[config.mk]
export PLATFORM = sky130hd
export DESIGN_NAME = tok_encoder
export DESIGN_NICKNAME = d
export VERILOG_FILES = /design/src/rtl/tok_encoder.sv
export SDC_FILE = /design/constraint.sdc
export NUM_CORES = 1
export LEC_CHECK = 0
export ABC_AREA = 1
export BUFFER_PORTS_ARGS = -buffer_cell sky130_fd_sc_hd__buf_2
export CORE_MARGIN = 5
export CORE_UTILIZATION = 60
export CTS_BUF_LIST = sky130_fd_sc_hd__clkbuf_16
export CTS_CLUSTER_SIZE = 28
export DETAILED_ROUTE_END_ITERATION = 8
export HOLD_SLACK_MARGIN = 0.12
export PLACE_DENSITY = 0.76
export SETUP_SLACK_MARGIN = 0.05
export SYNTH_ARGS = -nofsm -noshare
export SYNTH_HDL_FRONTEND = slang
export SYNTH_SLANG_ARGS = --single-unit
[constraint.sdc]
create_clock -name clk -period 4.9 [get_ports clk]
set_input_delay 0.49 -clock clk [delete_from_list [all_inputs] [get_ports clk]]
set_output_delay 0.49 -clock clk [all_outputs]
set_load 0.005 [all_outputs]
[src/rtl/tok_encoder.sv]
`default_nettype none
// ============================================================================
//  Module   : tok_encoder
//  Purpose  : Streams a zero-terminated string from an input SRAM, splits it
//             into words on a programmable separator, looks each word up in a
//             fixed-stride vocabulary SRAM and emits one token per word on a
//             valid/ready stream.
//  Revision : 1.0  initial release
// ============================================================================
module tok_encoder #(
  parameter int DATA_WIDTH     = 8,
  parameter int IN_ADDR_WIDTH  = 8,
  parameter int VOCAB_ENTRIES  = 16,
  parameter int MAX_WORD_LEN   = 8,
  parameter int TOK_WIDTH      = 5,
  parameter int VOC_ADDR_WIDTH = $clog2(VOCAB_ENTRIES*MAX_WORD_LEN)
) (
  input  logic                      clk,
  input  logic                      rst_n,
  input  logic                      cs,
  input  logic [IN_ADDR_WIDTH-1:0]  in_base,
  input  logic [DATA_WIDTH-1:0]     sep,
  output logic [IN_ADDR_WIDTH-1:0]  in_addr,
  input  logic [DATA_WIDTH-1:0]     in_data,
  output logic [VOC_ADDR_WIDTH-1:0] voc_addr,
  input  logic [DATA_WIDTH-1:0]     voc_data,
  output logic                      tok_valid,
  input  logic                      tok_ready,
  output logic [TOK_WIDTH-1:0]      tok_data,
  output logic                      busy,
  output logic                      done,
  output logic [IN_ADDR_WIDTH-1:0]  tok_count
);

  localparam int LEN_W = $clog2(MAX_WORD_LEN + 1);
  localparam int POS_W = (MAX_WORD_LEN > 1) ? $clog2(MAX_WORD_LEN) : 1;
  localparam int ENT_W = (VOCAB_ENTRIES > 1) ? $clog2(VOCAB_ENTRIES) : 1;

  localparam logic [TOK_WIDTH-1:0]     UNK_ID   = {TOK_WIDTH{1'b1}};
  localparam logic [IN_ADDR_WIDTH-1:0] IN_LAST  = {IN_ADDR_WIDTH{1'b1}};
  localparam logic [ENT_W-1:0]         LAST_ENT = ENT_W'(VOCAB_ENTRIES - 1);
  localparam logic [POS_W-1:0]         LAST_POS = POS_W'(MAX_WORD_LEN - 1);
  localparam logic [LEN_W-1:0]         LEN_MAX  = LEN_W'(MAX_WORD_LEN);

  typedef enum logic [2:0] {
    IDLE   = 3'd0,
    FETCH  = 3'd1,
    SEARCH = 3'd2,
    EMIT   = 3'd3,
    FINISH = 3'd4
  } state_t;

  state_t state, state_nx;

  // Run context
  logic [DATA_WIDTH-1:0]    sep_q;
  logic [IN_ADDR_WIDTH-1:0] cur_addr;   // address of the character in in_data
  logic                     rd_vld;     // in_data holds a requested character
  logic                     wrap;       // past the top address: virtual terminator
  logic                     end_flag;   // current word was closed by the terminator

  // Word buffer
  logic [DATA_WIDTH-1:0]    word_buf [MAX_WORD_LEN];
  logic [LEN_W-1:0]         len;
  logic                     ovf;

  // Vocabulary scan
  logic [ENT_W-1:0]         ent;
  logic [POS_W-1:0]         pos;        // position of the byte in voc_data
  logic                     srch_vld;   // voc_data holds a requested byte

  // Decode
  logic [DATA_WIDTH-1:0]    ch;
  logic                     ch_vld, is_term, is_sep, is_char, word_close;
  logic [DATA_WIDTH-1:0]    cmp_char;
  logic                     cmp_eq, hit, miss_last, handshake;

  // Classify the current input character and the current vocabulary compare
  always_comb begin
    ch         = wrap ? '0 : in_data;
    ch_vld     = (state == FETCH) && (rd_vld || wrap);
    is_term    = ch_vld && (ch == '0);
    is_sep     = ch_vld && !is_term && (ch == sep_q);
    is_char    = ch_vld && !is_term && !is_sep;
    word_close = (is_term || is_sep) && (len != '0);
    cmp_char   = (LEN_W'(pos) < len) ? word_buf[pos] : '0;
    cmp_eq     = (cmp_char == voc_data);
    hit        = (state == SEARCH) && srch_vld && cmp_eq && (pos == LAST_POS);
    miss_last  = (state == SEARCH) && srch_vld && !cmp_eq && (ent == LAST_ENT);
    handshake  = (state == EMIT) && tok_valid && tok_ready;
  end

  // Next-state selection
  always_comb begin
    state_nx = state;
    case (state)
      IDLE:    if (cs) state_nx = FETCH;
      FETCH: begin
        if (is_term && (len == '0)) state_nx = FINISH;
        else if (word_close)        state_nx = ovf ? EMIT : SEARCH;
      end
      SEARCH:  if (hit || miss_last) state_nx = EMIT;
      EMIT:    if (handshake) state_nx = end_flag ? FINISH : FETCH;
      FINISH:  state_nx = IDLE;
      default: state_nx = IDLE;
    endcase
  end

  // State register
  always_ff @(posedge clk or negedge rst_n) begin
    if (!rst_n) state <= IDLE;
    else        state <= state_nx;
  end

  // Datapath: address generation, word capture, vocabulary scan and outputs
  always_ff @(posedge clk or negedge rst_n) begin
    if (!rst_n) begin
      in_addr   <= '0;
      voc_addr  <= '0;
      tok_valid <= 1'b0;
      tok_data  <= '0;
      busy      <= 1'b0;
      done      <= 1'b0;
      tok_count <= '0;
      sep_q     <= '0;
      cur_addr  <= '0;
      rd_vld    <= 1'b0;
      wrap      <= 1'b0;
      end_flag  <= 1'b0;
      len       <= '0;
      ovf       <= 1'b0;
      ent       <= '0;
      pos       <= '0;
      srch_vld  <= 1'b0;
      for (int i = 0; i < MAX_WORD_LEN; i++) word_buf[i] <= '0;
    end else begin
      done <= 1'b0;
      case (state)
        IDLE: begin
          if (cs) begin
            in_addr   <= in_base;
            sep_q     <= sep;
            tok_count <= '0;
            len       <= '0;
            ovf       <= 1'b0;
            end_flag  <= 1'b0;
            wrap      <= 1'b0;
            rd_vld    <= 1'b0;
            busy      <= 1'b1;
            for (int i = 0; i < MAX_WORD_LEN; i++) word_buf[i] <= '0;
          end
        end

        FETCH: begin
          // Keep one read in flight; a closing word rewinds to the next address.
          in_addr  <= in_addr + IN_ADDR_WIDTH'(1);
          cur_addr <= in_addr;
          rd_vld   <= 1'b1;
          if (rd_vld && !wrap && (cur_addr == IN_LAST)) wrap <= 1'b1;
          if (is_char) begin
            if (len == LEN_MAX) begin
              ovf <= 1'b1;
            end else begin
              word_buf[POS_W'(len)] <= ch;
              len <= len + LEN_W'(1);
            end
          end
          if (is_term && (len == '0)) begin
            done <= 1'b1;
            busy <= 1'b0;
          end
          if (word_close) begin
            in_addr  <= cur_addr + IN_ADDR_WIDTH'(1);
            rd_vld   <= 1'b0;
            end_flag <= is_term;
            if (ovf) begin
              tok_data  <= UNK_ID;
              tok_valid <= 1'b1;
            end else begin
              ent      <= '0;
              pos      <= '0;
              srch_vld <= 1'b0;
              voc_addr <= '0;
            end
          end
        end

        SEARCH: begin
          if (!srch_vld) begin
            srch_vld <= 1'b1;
            voc_addr <= voc_addr + VOC_ADDR_WIDTH'(1);
          end else if (cmp_eq) begin
            if (pos == LAST_POS) begin
              tok_data  <= TOK_WIDTH'(ent);
              tok_valid <= 1'b1;
            end else begin
              pos      <= pos + POS_W'(1);
              voc_addr <= voc_addr + VOC_ADDR_WIDTH'(1);
            end
          end else if (ent == LAST_ENT) begin
            tok_data  <= UNK_ID;
            tok_valid <= 1'b1;
          end else begin
            // Abandon this entry and restart at the next one's first byte.
            ent      <= ent + ENT_W'(1);
            pos      <= '0;
            srch_vld <= 1'b0;
            voc_addr <= VOC_ADDR_WIDTH'((int'(ent) + 1) * MAX_WORD_LEN);
          end
        end

        EMIT: begin
          if (handshake) begin
            tok_valid <= 1'b0;
            if (tok_count != IN_LAST) tok_count <= tok_count + IN_ADDR_WIDTH'(1);
            len <= '0;
            ovf <= 1'b0;
            for (int i = 0; i < MAX_WORD_LEN; i++) word_buf[i] <= '0;
            if (end_flag) begin
              done <= 1'b1;
              busy <= 1'b0;
            end
          end
        end

        FINISH: begin
        end

        default: begin
        end
      endcase
    end
  end

endmodule
`default_nettype wire

# After elaboration in Yosys (flattened, before gate mapping)
# Index checks and enable logic that the tools add are counted.
totals:
  word_cells: 214
  ff_bits: 130
classes:
  n_lt_le_gt_ge: 4
  n_reduce_logical: 48
  mux: 93
  add_sub_neg: 8
  bitwise_logic: 2
  eq_ne: 33
op_table:
  columns: ["cell", "n"]
  rows:
  - ["64-bit two-way mux", 4]
  - ["64-bit one-hot mux with 3 select lines", 1]
  - ["8-bit two-way mux", 10]
  - ["64-bit bitwise mux", 1]
  - ["7-bit two-way mux", 6]
  - ["3-bit two-way mux", 12]
  - ["4-bit two-way mux", 9]
  - ["8-bit one-hot mux with 2 select lines", 2]
  - ["5-bit two-way mux", 6]
  - ["1-bit two-way mux", 26]
  - ["8-bit by 1-bit adder with 8-bit output, second input constant", 3]
  - ["8-bit binary-select mux with 3-bit select", 1]
  - ["8-bit demux with 3-bit select", 1]
  - ["2-bit != test, second input constant", 11]
  - ["5-bit AND reduction", 4]
  - ["6-bit AND reduction", 3]
  - ["1-bit logical AND", 17]
  - ["8-bit == test", 2]
  - ["7-bit one-hot mux with 2 select lines", 1]
  - ["4-bit by 1-bit adder with 4-bit output, second input constant", 3]
  - ["3-bit one-hot mux with 4 select lines", 1]
  - ["4-bit one-hot mux with 3 select lines", 1]
  - ["2-bit by 1-bit != test with 1-bit output, second input constant", 5]
  - ["1-bit one-hot mux with 2 select lines", 5]
  - ["other kinds (31)", 53]

# Depth between registers and ports, before layout
# Gate-level depths: netlist of run 1.
logic_depth:
  depth_word: 12
  depth_mapped: 21
  ltp_nobuf: 20

# Worst setup path before layout of run 1
# No wires, ideal clock.
synth_timing:
  path_type: "flip-flop to flip-flop"
  startpoint: "register len[2]"
  endpoint: "register voc_addr[3]"
  t_arrival_ns: 2.307
  path_slack_ns: 2.475
  stages_incl_launch_ff: 18
  n_path_buf: 3
  path_cell_list: "dfrtp_1 clkbuf_1 inv_1 ha_1 inv_1 nor2_1 a21boi_4 buf_6 nand3_1 nand2_1 nand2_1 nor2_2 nand2_4 nand3_2 nand3_2 buf_6 nand2_1 o21ai_2"
synth_via:
  elab_chain_len: 6
  word_cells_on_any_way: 12
  cone_classes: "order compare (1); eq/ne (4); mux (4); reduce/logical (3)"
synth_rtl:
  columns: ["element", "line", "rtl"]
  rows:
  - ["from (decl)", "64", "logic [LEN_W-1:0] len;"]
  - ["from (signal assigned)", "165", "len <= len + LEN_W'(1);"]
  - ["3-bit by 4-bit less-than comparator with 1-bit output", "86", "cmp_char = (LEN_W'(pos) < len) ? word_buf[pos] : '0;"]
  - ["8-bit two-way mux", "86", null]
  - ["8-bit == test", "87", "cmp_eq = (cmp_char == voc_data);"]
  - ["7-bit two-way mux", "192", "end else if (cmp_eq) begin"]
  - ["7-bit two-way mux", "189", "if (!srch_vld) begin"]
  - ["7-bit one-hot mux with 2 select lines", "138", "case (state)"]
  - ["to (signal assigned)", "191", "voc_addr <= voc_addr + VOC_ADDR_WIDTH'(1);"]
  - ["to (signal assigned)", "198", "voc_addr <= voc_addr + VOC_ADDR_WIDTH'(1);"]
  - ["to (signal assigned)", "208", "voc_addr <= VOC_ADDR_WIDTH'((int'(ent) + 1) * MAX_WORD_LEN);"]
  - ["to (decl)", "25", "output logic [VOC_ADDR_WIDTH-1:0] voc_addr,"]
# Parallel ways exist; a longest one is shown, timed or not.
# A chain may end at the register's enable or synchronous reset.

# Worst setup path in the final report of run 1
layout_timing:
  startpoint: "register pos[1]"
  endpoint: "register voc_addr[5]"
layout_via:
  elab_chain_len: 9
  word_cells_on_any_way: 14
  cone_classes: "order compare (1); eq/ne (4); mux (7); bitwise (1); reduce/logical (1)"
layout_rtl:
  columns: ["element", "line", "rtl"]
  rows:
  - ["from (decl)", "69", "logic [POS_W-1:0] pos;"]
  - ["from (signal assigned)", "197", "pos <= pos + POS_W'(1);"]
  - ["3-bit inverter with 4-bit output (implied by the code)", "86", null]
  - ["8-bit binary-select mux with 3-bit select", "86", null]
  - ["8-bit two-way mux (implied by the code) (2 in series)", "86", null]
  - ["8-bit two-way mux", "86", null]
  - ["8-bit == test", "87", null]
  - ["7-bit two-way mux", "192", null]
  - ["7-bit two-way mux", "189", null]
  - ["7-bit one-hot mux with 2 select lines", "138", null]
# Parallel ways exist; a longest one is shown, timed or not. The select of a mux whose other input is x is not followed.

==> impl_metrics.yaml, run 1 <==
floorplan:
  fp.dieH_um: 120
  io_pins: 67
  core_sq_um: 12000
  die_w_um: 120
  start_util: 0.610
  dieArea_sq_um: 14500
  row_count: 40
detailed_routing:
  drt_iter0_markers: 567
  viasPerCell: 5.55
  routedWlPerCell_um: 15.2
  antenna_left: 0
  first_pass_iters: 7
  drt-total-wl_mm: 18.3
  num_vias: 6699
  drc: 0
synth:
  ys_seq_area_frac: 0.446
  synth_seq_cells: 130
  ys.flop_type: "dfrtp_1"
  ys_types: 38
  synthesis.nets: 1035
  synth_warnings: 0
  avgSynthCellArea_sq_um: 7.37
  synth_edf_count: 0
  synth_area_sq_um: 7290
  synthArstFlopShare: 1.00
  netlist_instances: 989
worst_setup_path:
  cpLargestDelayFamily: "simple AND/OR/NAND/NOR gates"
  path_buf_inv: 2
  startpoint_type: "register"
  crit_required_ns: 5.25
  crit_slowest_cell: "dfrtp_1"
  worstPathMaxFanout: 20
  cp_common_cell: "nand2_1"
  end_kind: "register"
  worstSetupPathType: "reg2reg"
  critical_path_arrival_ns: 3.37
  cp_cell_sequence: "inv_1, nand3_1, nand2_1, nand2_1, nand2_1, nand2_1, nand2_1, nand2_1, nand2_1, nor2_2, nand2_4, nand3_2, nand3_2, inv_1, nand2_1, nand2_1"
  max_stage_delay_ns: 0.81
cts:
  clk_path_buf_depth: 2
  cts_hold_buf: 1
  root_buffer: "clkbuf_16"
  insertion_delay_ns: 0.42
  cts_buffers: 17
  cts_tree: "built"
  clkSlewWorstSetupHoldPaths_ns: 0.05
  cts_sinks: 130
  post_cts.repair.setup_buffers: 0
  htree_levels: 4
  cts.repair.resized: 0
final_layout:
  multi_input_area_sq_um: 3280
  n_antenna_cell: 0
  syn2layout_area_growth_pct: 13.2
  fin_area_sq_um: 8260
  drive_above_1_share: 0.127
  seq_area_sq_um: 3250
  nets: 1098
  n_fill_cell: 1027
power:
  clockPowerShare: 0.260
  pwr_density_cell_nw_per_um2: 568
  intPower_mw: 2.68
  power.share.sequential: 0.319
  p_sw_mw: 2.01
  comb_power_share: 0.421
  p_leak_nw: 4.33
  p_sw_frac: 0.429
  ir_drop_uv: 350
sta:
  rsz0062_at_grt: "false"
  slew_headroom: 0.343
  hold_ws_ns: 0.265
  max_slew.worst_pin.slew_ns: 0.982
  skew_ns: 0.00844
  period_minus_slack_ns: 3.02
  fmax_ghz: 0.331
  fin_crit_sh: 0.616
  hold_violations: 0
  fin_setup_tns_ns: 0
  finalSetupViolations: 0
  maxSlewViolCount: 0
global_routing:
  grt_max_degree: 52
  antenna_found_initial: 0
  grt-ovfl-total: 0
  grt_usage: 0.264
  grt_pass1_vias: 6378
  grt_pass1_wl_mm: 30.6
run:
  drv_cap: 0
place:
  hpwl_mm: 12.7
  port_buffers: 66
  placed_cell_area_sq_um: 7690
  place_congestion: 0.862
run_status:
  outcome: "completed"
hold_path:
  min_path_type: "in2reg"
[synthesized netlist by cell type, types with 10 or more instances]
cell type    n  area [sq um]
o22ai_1     62           388
nor2_1      42           158
nand2_1    320          1200
dfrtp_1    130          3250
buf_2       11          55.1
ha_1        10           125
o21ai_0     36           180
inv_1      152           571
nor3_1      19          95.1
a21oi_1     23           115
nand3_1     82           410
nand4_1     13          81.3
[sequential cells by signal, summed over array words and instances (netlist names)]
| name | flops |
|---|---|
| ovf | 1 |
| pos | 3 |
| srch_vld | 1 |
| wrap | 1 |
| sep_q | 8 |
| busy | 1 |
| tok_data | 5 |
| tok_valid | 1 |
| len | 4 |
| cur_addr | 8 |
| voc_addr | 7 |
| in_addr | 8 |
| word_buf | 64 |
| end_flag | 1 |
| state | 3 |
| done | 1 |
| tok_count | 8 |
| rd_vld | 1 |
| ent | 4 |
[final timing paths]
check                        from     endpoint  slack [ns]  cells past startpoint
min in group asynchronous   rst_n     sep_q[3]        0.61                      2
setup / recovery           pos[1]  voc_addr[5]        1.88                     16
hold reg to reg              busy         busy        0.47                      2
setup reg to reg           pos[1]  voc_addr[5]        1.88                     16
max in group asynchronous   rst_n  voc_addr[6]        3.24                      3
hold / removal             sep[0]     sep_q[0]        0.27                      3
[cell families after synthesis]
group	count (synthesis)	synth area share
simple gates	509	0.305
buf+inv	188	0.104
compound gates	144	0.118
flops	130	0.446
fa+ha+maj	10	0.0172
xor+xnor	8	0.00961
[power groups by stage]
stage	logic [mW]	registers (mW)	clock network, mW
finish	1.97	1.50	1.22
global route	2.21	1.53	1.28
CTS	1.96	1.49	1.23
detailed placement	1.94	1.51	0
global placement	1.91	1.50	0
floorplan	1.42	1.48	0
[cell type report]
cell class,count,area share
clock buffer,17,0.0515
clock inverter,11,0.0155
inverter,160,0.0731
multi-input combinational,671,0.398
sequential,130,0.394
tap,147,0.0223
timing repair buffer,72,0.0461
[through the flow]
step / total power [mW] / std cells / setup WS [ns] / util
after floorplan: 2.89 / 989 / 2.48 / -
after global placement: 3.41 / 1179 / 2.00 / 0.643
after detailed placement: 3.44 / 1179 / 1.94 / 0.643
after CTS: 4.68 / 1208 / 1.91 / 0.690
after global routing: 5.03 / 1208 / 1.62 / 0.690
final: 4.69 / 1208 / 1.88 / 0.690
[worst reg2reg max path: cells and delay by family (launching register included)]
| family | cells | cell delay (ns) |
|---|---|---|
| AND/OR/NAND/NOR | 14 | 1.46 |
| flip-flops | 1 | 0.81 |
| buffers and inverters | 2 | 0.69 |
[layout by cell type (no fill, tap or decap), types with 13 or more instances in the layout]
master	Yosys	layout
nand4_1	13	13
o21ai_0	36	36
dfrtp_1	130	130
nor2_1	42	42
nand3_1	82	82
clkbuf_16	0	17
buf_2	11	65
a21oi_1	23	23
nor3_1	19	19
o22ai_1	62	62
inv_1	152	156
nand2_1	320	320
[layer usage]
| layer | GRT usage | up-vias | routed length, um | part of all wire |
|---|---|---|---|---|
| li1 | - | 3310 | - | - |
| met1 | 0.365 | 3137 | 8380 | 0.46 |
| met2 | 0.415 | 227 | 8450 | 0.46 |
| met3 | 0.0557 | 25 | 1210 | 0.066 |
| met4 | 0.0892 | 0 | 287 | 0.016 |
| met5 | 0 | - | 0 | 0 |
No activity file was read; power rests on OpenSTA's default activity.
==> inputs of run 2 (changes only) <==
==> constraint.sdc (replaced) <==
create_clock -name clk -period 3.2 [get_ports clk]
set_input_delay 0.32 -clock clk [delete_from_list [all_inputs] [get_ports clk]]
set_output_delay 0.32 -clock clk [all_outputs]
set_load 0.005 [all_outputs]
==> impl_metrics.yaml, run 2 (synthesis results as in run 1) <==
global_routing:
  grt_pass1_vias: 6239
  grt_max_degree: 67
  antenna_found_initial: 0
  grt-ovfl-total: 0
  grt_pass1_wl_mm: 30.9
  grt_usage: 0.267
sta:
  fmax_ghz: 0.351
  rsz0062_at_grt: "false"
  skew_ns: 0.00765
  fin_setup_tns_ns: 0
  max_slew.worst_pin.slew_ns: 0.724
  period_minus_slack_ns: 2.85
  slew_headroom: 0.517
  hold_violations: 0
  fin_crit_sh: 0.891
  maxSlewViolCount: 0
  finalSetupViolations: 0
run_status:
  outcome: "completed"
worst_setup_path:
  worstSetupPathType: "reg2reg"
  crit_required_ns: 3.56
  worstPathMaxFanout: 16
  ff2ff_path_depth: 15
  end_kind: "register"
  startpoint_type: "register"
  critical_path_arrival_ns: 3.21
floorplan:
  row_count: 40
  core_sq_um: 12000
  dieArea_sq_um: 14500
  die_w_um: 120
  start_util: 0.610
  io_pins: 67
  fp.dieH_um: 120
hold_path:
  min_path_type: "in2reg"
  holdPathStages: 3
detailed_routing:
  first_pass_iters: 6
  drt-total-wl_mm: 18.4
  drc: 0
  routedWlPerCell_um: 15.0
  viasPerCell: 5.45
  drt_iter0_markers: 618
  num_vias: 6675
  antenna_left: 0
cts:
  insertion_delay_ns: 0.42
  cts.repair.resized: 0
  clkSlewWorstSetupHoldPaths_ns: 0.05
  htree_levels: 4
  root_buffer: "clkbuf_16"
  cts_tree: "built"
  clk_path_buf_depth: 2
  cts_sinks: 130
  cts_buffers: 17
final_layout:
  drive_above_1_share: 0.129
  nets: 1113
  n_antenna_cell: 0
  top_register: "word_buf"
  syn2layout_area_growth_pct: 14.2
  final_cell_mix: "320 x nand2_1, 154 x inv_1, 130 x dfrtp_1"
  final_common_cell: "nand2_1"
  largest_reg_flops: 64
  finish.utilization: 0.696
place:
  place_congestion: 0.870
  hpwl_mm: 12.8
  port_buffers: 66
run:
  drv_cap: 0
power:
  p_leak_nw: 4.36
  pwr_density_cell_nw_per_um2: 839
  ir_drop_uv: 486
run 2: changes by cell type in the layout (fill, tap and decap cells not counted), sizes merged:
cell	change
clkinv	+7
bufinv	-3
buf	+7
dlygate4sd3	+8
inv	-2
run 2: where the power goes:
group / leakage, nW / internal, mW / switching [mW]
logic: 2.38 / 0.943 / 2.13
registers: 1.74 / 2.03 / 0.257
clock network: 0.243 / 0.946 / 0.681
total: 4.36 / 3.92 / 3.07
run 2: layout make-up:
cell class,count,area (sq um)
fillers,1032,3630
multi-input cells,671,3280
flip-flops and latches,130,3250
inverters,160,603
repair buffers,87,526
clock buffers,17,425
well taps,147,184
clock inverters,13,56.3
run 2: per-layer routing:
layer,vias to the layer above,part of all wire,track usage
li1,3348,-,-
met5,-,0,0
met3,26,0.070,0.0486
met2,248,0.46,0.413
met1,3053,0.45,0.382
met4,0,0.014,0.0871
run 2: worst paths after layout:
path	from	endpoint	slack (ns)
worst max-delay path	len[2]	voc_addr[2]	0.35
worst min-delay path	in_base[3]	in_addr[3]	0.15
worst max register to register	len[2]	voc_addr[2]	0.35
worst min register to register	tok_data[2]	tok_data[2]	0.46
max in group asynchronous	rst_n	word_buf[10]	2.03
min in group asynchronous	rst_n	word_buf[50]	0.37
run 2: critical path, cell delays in order (launching register included):
cell and delay (ns):
dfrtp_1 0.50, inv_1 0.18, ha_1 0.32, inv_1 0.05, nor2_1 0.06, a21boi_4 0.38, nand3_1 0.16, nand2_1 0.12
nand2_1 0.07, nor2_2 0.14, nand2_4 0.14, nand3_2 0.10, nand3_2 0.22, inv_1 0.21, nand2_1 0.08, nand2_1 0.06
run 2: through the flow:
stage               hold WS [ns]  setup slack (ns)  std cells  instance area, sq um  total power, mW
floorplan                 0.0244             0.775        989                  7290             4.43
global placement           0.274             0.475       1186                  7760             5.30
detailed placement         0.274             0.415       1186                  7760             5.34
CTS                        0.133             0.375       1225                  8330             6.99
global route               0.152            0.0614       1225                  8330             7.52
finish                     0.149             0.349       1225                  8330             6.99
run 2: timing repair:
action / 4_1_cts / 5_1_grt
hold buffers: 9 / 0
buffers inserted: 0 / 0
hold endpoints to repair: 36 / 0
==> inputs of run 3 (changes only) <==
--- a/config.mk
+++ b/config.mk
@@ -7,7 +7,7 @@
 export LEC_CHECK = 0
 export ABC_AREA = 1
 export BUFFER_PORTS_ARGS = -buffer_cell sky130_fd_sc_hd__buf_2
-export CORE_MARGIN = 5
+export CORE_MARGIN = 2
 export CORE_UTILIZATION = 60
 export CTS_BUF_LIST = sky130_fd_sc_hd__clkbuf_16
 export CTS_CLUSTER_SIZE = 28
==> impl_metrics.yaml, run 3 (synthesis results as in run 1) <==
detailed_routing:
  antenna_left: 0
  num_vias: 6822
  viasPerCell: 5.56
  drt-total-wl_mm: 18.5
  drc: 0
  first_pass_iters: 5
  routedWlPerCell_um: 15.1
  drt_iter0_markers: 499
worst_setup_path:
  max_stage_delay_ns: 0.51
  regToRegEndpoint: "voc_addr[5]"
  ff2ff_path_depth: 17
  rrSetupSlack_ns: 0.41
  critical_path_arrival_ns: 3.15
  cp_common_cell: "nand2_1"
  worstSetupPathType: "reg2reg"
  cp_cell_sequence: "inv_2, nand2_1, nand3_1, nand2_1, nand2_1, nand2_1, nand3b_1, nand2_1, inv_1, nand2_1, nor2_2, nand2_4, nand3_2, nand3_2, inv_1, nand2_1, nand2_1"
  crit_slowest_cell: "inv_2"
  r2r-start: "pos[0]"
  startpoint_type: "register"
  worstPathMaxFanout: 32
  crit_required_ns: 3.55
  end_kind: "register"
sta:
  fin_setup_tns_ns: 0
  period_minus_slack_ns: 2.79
  hold_violations: 0
  finalSetupViolations: 0
  skew_ns: 0.00723
  maxSlewViolCount: 0
  rsz0062_at_grt: "false"
  slew_headroom: 0.454
  fmax_ghz: 0.358
  hold_ws_ns: 0.150
  max_slew.worst_pin.slew_ns: 0.819
  fin_crit_sh: 0.873
hold_path:
  hold_start: "in_base[3]"
  whs_endpoint: "in_addr[3]"
  holdPathStages: 3
  min_path_type: "in2reg"
final_layout:
  syn2layout_area_growth_pct: 15.9
  final_cell_mix: "320 x nand2_1, 154 x inv_1, 130 x dfrtp_1"
  largest_reg_flops: 64
  fin_area_sq_um: 8450
  n_fill_cell: 997
  nets: 1114
  n_antenna_cell: 0
  finish.utilization: 0.710
  final_common_cell: "nand2_1"
  top_register: "word_buf"
  drive_above_1_share: 0.135
cts:
  root_buffer: "clkbuf_16"
  cts.repair.resized: 0
  clkSlewWorstSetupHoldPaths_ns: 0.06
  clk_path_buf_depth: 2
  cts_tree: "built"
  insertion_delay_ns: 0.42
  cts_buffers: 17
  cts_sinks: 130
  htree_levels: 4
power:
  intPower_mw: 4.26
  pwr_density_cell_nw_per_um2: 873
  ir_drop_uv: 598
  power.share.sequential: 0.311
  p_leak_nw: 4.43
  power_mw: 7.38
  clockPowerShare: 0.268
  p_sw_frac: 0.423
  comb_power_share: 0.421
  p_sw_mw: 3.12
run_status:
  outcome: "completed"
floorplan:
  fp.dieH_um: 114
  row_count: 40
  io_pins: 67
  dieArea_sq_um: 13000
  core_sq_um: 11900
  die_w_um: 114
  start_util: 0.612
global_routing:
  grt_max_degree: 64
  grt-ovfl-total: 0
  grt_pass1_vias: 6526
  grt_pass1_wl_mm: 31.3
  grt_usage: 0.304
  antenna_found_initial: 0
run:
  drv_cap: 0
place:
  place_congestion: 0.898
  placed_cell_area_sq_um: 7760
  port_buffers: 66
  hpwl_mm: 12.9
-- run 3: what timing repair did --
item                      CTS  global route
hold buffers                9             0
buffers inserted            0             0
hold endpoints to repair   69             0
-- run 3: worst max-delay path by stage --
stage,startpoint,to,depth (start not counted)
finish,pos[0],voc_addr[5],17
global route,wrap,in_addr[6],18
CTS,pos[1],tok_data[2],16
detailed placement,pos[1],tok_data[2],16
global placement,pos[1],voc_addr[6],17
floorplan,len[2],voc_addr[3],17
-- run 3: area by class of cell --
class                           count  area, sq um  area share
Clock buffer                       17          425      0.0503
Clock inverter                     14          173      0.0204
Inverter                          160          603      0.0713
Multi-Input combinational cell    671         3280       0.388
Sequential cell                   130         3250       0.385
Tap cell                          147          184      0.0218
Timing Repair Buffer               88          533      0.0631
-- run 3: metal layers --
| metal | vias to the layer above | wire, um | track usage |
|---|---|---|---|
| met5 | - | 0 | 0 |
| met4 | 0 | 401 | 0.107 |
| met3 | 38 | 996 | 0.0625 |
| met2 | 218 | 8640 | 0.489 |
| met1 | 3210 | 8480 | 0.412 |
| li1 | 3356 | - | - |
-- run 3: stage by stage --
stage               cells  setup WS, ns
floorplan             989         0.775
global route         1227        0.0796
global placement     1187         0.445
finish               1227         0.405
detailed placement   1187         0.439
CTS                  1227         0.422
-- run 3: critical path: cells and delay by family (launching register included) --
family	cells	cell delay, ns
simple gates	14	1.47
flops	1	0.48
buf+inv	3	0.76
-- run 3: power groups by stage --
stage	sequential (mW)	clock (mW)	combinational [mW]
detailed placement	2.31	0	3.06
CTS	2.29	1.99	3.09
global placement	2.30	0	3.01
global route	2.34	2.07	3.54
finish	2.30	1.98	3.10
floorplan	2.26	0	2.17
